<file path="config.mk">
export PLATFORM = sky130hd
export DESIGN_NAME = control_unit_mc
export DESIGN_NICKNAME = d
export VERILOG_FILES = /design/src/rtl/control_unit_mc.sv
export SDC_FILE = /design/constraint.sdc
export NUM_CORES = 1
export LEC_CHECK = 0
export CORE_UTILIZATION = 30
export CTS_BUF_LIST = sky130_fd_sc_hd__clkbuf_8 sky130_fd_sc_hd__clkbuf_16
export CTS_CLUSTER_DIAMETER = 100
export DETAILED_ROUTE_END_ITERATION = 10
export PLACE_DENSITY = 0.66
export SKIP_CTS_REPAIR_TIMING = 1
export SLEW_MARGIN = 20
export SYNTH_ARGS = -nofsm -noshare
export SYNTH_HDL_FRONTEND = slang
export SYNTH_SLANG_ARGS = --single-unit
export TNS_END_PERCENT = 1
</file>
<file path="constraint.sdc">
create_clock -name Clk -period 4.6 [get_ports Clk]
set_clock_uncertainty 0.15 [all_clocks]
set_input_delay 0.46 -clock Clk [delete_from_list [all_inputs] [get_ports Clk]]
set_output_delay 0.46 -clock Clk [all_outputs]
set_load 0.03 [all_outputs]
</file>
<file path="src/rtl/control_unit_mc.sv">
// Multi-cycle fetch/decode/execute control FSM for the 8-bit uC datapath, with a
// memory wait-state handshake, optional access timeout and optional HALT resume.
module control_unit_mc #(
  parameter bit          EXT_OPS      = 1'b1,
  parameter bit          HALT_RESUME  = 1'b0,
  parameter int unsigned WAIT_TIMEOUT = 0
) (
  input  logic       Clk,
  input  logic       Reset,
  input  logic       Enter,
  input  logic       Aeq0,
  input  logic       Apos,
  input  logic [3:0] IR,
  input  logic       MemRdy,
  output logic       IRload,
  output logic       PCload,
  output logic       JMPmux,
  output logic       Meminst,
  output logic       MemReq,
  output logic       MemWr,
  output logic [1:0] Asel,
  output logic       Aload,
  output logic [1:0] AluOp,
  output logic       Halt,
  output logic       MemErr
);

  localparam int unsigned CNT_W = (WAIT_TIMEOUT > 0) ? $clog2(WAIT_TIMEOUT + 1) : 1;
  localparam logic [CNT_W-1:0] CNT_LAST = CNT_W'((WAIT_TIMEOUT > 0) ? WAIT_TIMEOUT - 1 : 0);

  localparam logic [3:0] OP_LOAD  = 4'd0;
  localparam logic [3:0] OP_STORE = 4'd1;
  localparam logic [3:0] OP_ADD   = 4'd2;
  localparam logic [3:0] OP_SUB   = 4'd3;
  localparam logic [3:0] OP_IN    = 4'd4;
  localparam logic [3:0] OP_JZ    = 4'd5;
  localparam logic [3:0] OP_JPOS  = 4'd6;
  localparam logic [3:0] OP_HALT  = 4'd7;
  localparam logic [3:0] OP_AND   = 4'd8;
  localparam logic [3:0] OP_OR    = 4'd9;
  localparam logic [3:0] OP_JMP   = 4'd10;

  typedef enum logic [3:0] {
    S_START    = 4'd0,
    S_FETCH    = 4'd1,
    S_DECODE   = 4'd2,
    S_MEM_OP   = 4'd3,
    S_IN_WAIT  = 4'd4,
    S_IN_REL   = 4'd5,
    S_BRANCH   = 4'd6,
    S_HALT     = 4'd7,
    S_HALT_REL = 4'd8
  } state_t;

  state_t           state;
  state_t           state_next;
  logic [3:0]       op;
  logic [CNT_W-1:0] wait_cnt;
  logic             timeout_hit;
  logic             fault;
  logic             waiting;

  // Without the extended ISA the top opcode bit is treated as zero.
  assign op          = EXT_OPS ? IR : {1'b0, IR[2:0]};
  assign waiting     = MemReq && !MemRdy;
  assign timeout_hit = (WAIT_TIMEOUT > 0) && (wait_cnt == CNT_LAST);

  // Next state plus the handshake-qualified load strobes.
  always_comb begin
    state_next = state;
    fault      = 1'b0;
    IRload     = 1'b0;
    PCload     = 1'b0;
    Aload      = 1'b0;
    case (state)
      S_START: state_next = S_FETCH;
      S_FETCH: begin
        if (MemRdy) begin
          IRload     = 1'b1;
          PCload     = 1'b1;
          state_next = S_DECODE;
        end else if (timeout_hit) begin
          fault      = 1'b1;
          state_next = S_HALT;
        end
      end
      S_DECODE: begin
        case (op)
          OP_LOAD, OP_STORE, OP_ADD, OP_SUB, OP_AND, OP_OR: state_next = S_MEM_OP;
          OP_IN:                                            state_next = S_IN_WAIT;
          OP_JZ, OP_JPOS, OP_JMP:                           state_next = S_BRANCH;
          OP_HALT:                                          state_next = S_HALT;
          default:                                          state_next = S_FETCH;
        endcase
      end
      S_MEM_OP: begin
        if (MemRdy) begin
          Aload      = (op != OP_STORE);
          state_next = S_FETCH;
        end else if (timeout_hit) begin
          fault      = 1'b1;
          state_next = S_HALT;
        end
      end
      S_IN_WAIT: begin
        if (Enter) begin
          Aload      = 1'b1;
          state_next = S_IN_REL;
        end
      end
      S_IN_REL: begin
        if (!Enter) state_next = S_FETCH;
      end
      S_BRANCH: begin
        state_next = S_FETCH;
        case (op)
          OP_JZ:   PCload = Aeq0;
          OP_JPOS: PCload = Apos;
          OP_JMP:  PCload = 1'b1;
          default: PCload = 1'b0;
        endcase
      end
      S_HALT: begin
        if (HALT_RESUME && !MemErr && Enter) state_next = S_HALT_REL;
      end
      S_HALT_REL: begin
        if (!Enter) state_next = S_FETCH;
      end
      default: state_next = S_START;
    endcase
  end

  // State, wait counter, sticky fault and Moore outputs decoded from the next state.
  always_ff @(posedge Clk or negedge Reset) begin
    if (!Reset) begin
      state    <= S_START;
      wait_cnt <= '0;
      MemErr   <= 1'b0;
      MemReq   <= 1'b0;
      Meminst  <= 1'b0;
      MemWr    <= 1'b0;
      JMPmux   <= 1'b0;
      Asel     <= 2'b00;
      AluOp    <= 2'b00;
      Halt     <= 1'b0;
    end else begin
      state <= state_next;
      if (state_next != state) begin
        wait_cnt <= '0;
      end else if (waiting && (WAIT_TIMEOUT > 0)) begin
        wait_cnt <= wait_cnt + CNT_W'(1);
      end
      if (fault) MemErr <= 1'b1;
      MemReq  <= (state_next == S_FETCH) || (state_next == S_MEM_OP);
      Meminst <= (state_next == S_MEM_OP);
      MemWr   <= (state_next == S_MEM_OP) && (op == OP_STORE);
      JMPmux  <= (state_next == S_BRANCH);
      Halt    <= (state_next == S_HALT) || (state_next == S_HALT_REL);
      if ((state_next == S_MEM_OP) && (op == OP_LOAD)) begin
        Asel <= 2'b10;
      end else if (state_next == S_IN_WAIT) begin
        Asel <= 2'b01;
      end else begin
        Asel <= 2'b00;
      end
      if (state_next == S_MEM_OP) begin
        case (op)
          OP_SUB:  AluOp <= 2'b01;
          OP_AND:  AluOp <= 2'b10;
          OP_OR:   AluOp <= 2'b11;
          default: AluOp <= 2'b00;
        endcase
      end else begin
        AluOp <= 2'b00;
      end
    end
  end

endmodule

</file>
==> summary.md <==
| Metric | Value |
|---|---|
| Setup Crit Path Kind | in -> out |
| Total wire length | ~1400 microns |
| Die Ht | around 53 microns |
| Worst Path Arrival | 2.48 ns |
| Yosys top cell by area | dfrtp_1 |
| Ant diodes | 0 |
| Die X-Extent | ~53 microns |
| Main combinational cell family by area after synthesis | simple AND/OR/NAND/NOR gates |
| Leakage | between 0.4 and 0.5 nW |
| Total GRT Usage | around 11% |
| Vias per cell | ~5 |
| # setup viols final | 0 |
| CTS root buffer | clkbuf_8 |
| Hold Crit Class | in -> async |
| FMAX | about 320 MHz |
| Top post-synthesis cells by area | dfrtp_1 41%, nand3b_1 4.7%, o21ai_0 4.4% |
| Switch share | 41.59% |
| Largest net degree at the start of global routing | 14 |
| Syn nets | about 90 |
| CTS H-tree depth | 1 |
| Synth Area in Compound Gates | between 10 and 15% |
| Max Cap Viol | 0 |
| CTS tree | yes |
| Clk slew on worst S/H paths | about 0.050 ns |
| Syn. warnings | 0 |
| Cells after DPL | ~130 |
| Vias | 643 |
| Setup crit end | PCload |
| Post-synthesis xor/xnor area fraction | approximately 2.2% |
| Core area | ~2500 sq um |
| Simple-Gate Fraction of Synth Area | 35.28% |
| Post-Place Cell Area | between 1000 and 1500 sq um |
| Sw Pwr | ~0.00023 W |
| Num Clock Sinks | 13 |
| Data required time of the critical path | around 4.0 ns |
| GRT busiest layer | met2 |
| Synth unique cells | 38 |
| Pwr Density | around 520 nW/um^2 |
| Mapped Area | about 790 sq um |
| Initial Utilization | between 30% and 40% |
| Count leader, synth | dfrtp_1 |
| RePlAce Congestion | between 0.6 and 0.7 |
| Startpoint types | input pin |
| RSZ-0062 raised after global routing | false |
| Final worst-path cycle share | 67.22% |
| R2r startpoint | state[0]$_DFF_PN0_ |
| Fin util | between 40% and 50% |
| Share of layout cells above drive strength 1 | about 11% |
| Clk network pwr share | between 15 and 20% |
| Clock buffer depth | 2 |
| Avg WL per Cell | 11.19 microns |
| Post-synthesis sequential area ratio | 40.94% |
| Post-synth top cells | 13 x dfrtp_1, 7 x o21ai_0, 5 x nand3b_1, 5 x nor2_1 |
| Initial antenna violation count | 0 |
| Synthesis-stage register bit count | 13 |
| Buffers on Ports | 21 |
| Layout Area Growth over Synthesis | 31.81% |
| Vias in the first global route | around 570 |
| Sum Neg Setup Slack | 0 ns |
| Gate Count Post-Synth | 81 |
| Top fanout value on the critical path | 10 |
| Row count | 18 |
| Final instance area | 1047 sq um |
| Max-slew violations | 0 |
| ANT nets after route | 0 |
| Clock latency on the worst-skew pair | about 0.24 ns |
| Post-synthesis adder-cell area fraction | 0% |
| Post-route minimum period | roughly 3.1 ns |
| Crit. End Element | output port |
| DRT iter0 DRCs | 4 |
| Register area | about 330 sq um |
| Worst setup path startpoint | IR[3] |
| R2R Path End | JMPmux$_DFF_PN0_ |
| Grt met3 use | between 2 and 3% |
| Relative slew slack | 64.57% |
| Total global routing overflow | 0 |
| Multi-input gate area | between 400 and 500 sq um |
| Grt met1 use | between 10% and 20% |
| Filler cell count | approximately 240 |
| Ys flop type | dfrtp_1 |
| Hold Fails Final Rpt | 0 |
| TritonRoute pass-1 iters | 4 |
| Fraction of registers with async set/reset | between 90% and 100% |
| Peak VDD IR | 0.2825 mV |
| Top-area cell type share of the netlist area | about two fifths |
| Post-synth EDFFs | 0 |
| Mux contribution to synthesized area | 0% |
| Comb power frac | about half |
| Mean Syn Cell Area | 9.809 sq um |
| Status | completed |
| Global-route wire length before repair | around 2300 microns |
| Die Area | 2858 sq um |
| DRC errors left | 0 |
| Seq pwr share | ~33% |
| Final std cells w/o fill | ~130 |
| P_int | 0.0003164 W |
| I/O pin count | 23 |
| Cts bufs inserted | 3 |
| Worst Tran Pin Value | approximately 0.53 ns |
| Reg2reg setup slack | around 2.7 ns |
| Met2 usage | 20.00% |
| Worst r2r path cells | 5 |
| Fin nets | between 100 and 150 |
| DP HPWL | 1148 microns |
==> stage by stage <==
step	power, W	hold WS, ns	setup slack (ns)
floorplan	0.0003783	0.01441	2.498
global placement	0.0004471	0.5742	1.579
detailed placement	0.0004521	0.5867	1.501
CTS	0.0005459	0.4386	1.494
global route	0.0005722	0.4742	1.313
finish	0.0005417	0.4248	1.508
==> cell families (layout without fill, tap and decap cells) <==
group,Yosys count,after routing
and+or+nand+nor,40,40
AOI/OAI and AO/OA,14,14
DFF,13,13
buffers and inverters,11,29
xor gates and xnor gates,2,2
other,1,1
==> cell usage in the layout (no fill, tap or decap), types with 2 or more instances in the layout <==
cell / count
nor2_1: 5
nor4_1: 4
nand3_1: 2
nand2_1: 3
clkbuf_8: 3
inv_1: 4
nor2b_1: 4
clkdlybuf4s50_1: 21
a21oi_1: 2
dfrtp_1: 13
o21ai_0: 7
and3b_1: 2
nand3b_1: 5
xor2_1: 2
==> per-layer routing <==
| layer | part of all wire (%) | vias up | wire (microns) |
|---|---|---|---|
| met5 | 0 | - | 0 |
| met1 | 45 | 298 | 650 |
| met4 | 0 | 0 | 0 |
| li1 | - | 327 | - |
| met2 | 51 | 18 | 738 |
| met3 | 3.7 | 0 | 53 |
==> worst min-delay path by stage <==
stage	start	endpoint	cells after the start	slack, ns
floorplan	Reset	AluOp[0]$_DFF_PN0_	0	0.01
global placement	state[3]$_DFF_PN0_	state[3]$_DFF_PN0_	2	0.57
detailed placement	state[3]$_DFF_PN0_	state[3]$_DFF_PN0_	2	0.59
CTS	Reset	MemReq$_DFF_PN0_	1	0.44
global route	Reset	MemReq$_DFF_PN0_	1	0.47
finish	Reset	MemReq$_DFF_PN0_	1	0.42
==> area by class of cell <==
class                   instances  area share (%)
multi-input cells              57           39.31
flip-flops and latches         13           31.06
repair buffers                 21           20.07
clock buffers                   3           3.943
well taps                      30           3.584
inverters                       4           1.673
clock inverters                 1          0.3584
==> state kept, by name (all words and copies together) (netlist names) <==
signal,cells
Meminst,1
Halt,1
AluOp,2
JMPmux,1
state,4
MemReq,1
MemWr,1
Asel,2
==> worst max-delay path, stage by stage <==
cell and delay [ns]:
clkdlybuf4s50_1 0.62, nor4bb_1 0.38, o21ai_0 0.13, a21oi_1 0.11, or2_2 0.11, clkdlybuf4s50_1 0.66
==> power by group through the flow <==
stage | registers, W | logic, W | clock network, W
floorplan | 0.000181 | 0.000198 | 0
global placement | 0.000180 | 0.000268 | 0
detailed placement | 0.000182 | 0.000270 | 0
CTS | 0.000180 | 0.000270 | 0.0000959
global route | 0.000185 | 0.000285 | 0.000102
finish | 0.000179 | 0.000269 | 0.0000936
Power figures use the tool's default switching activity.
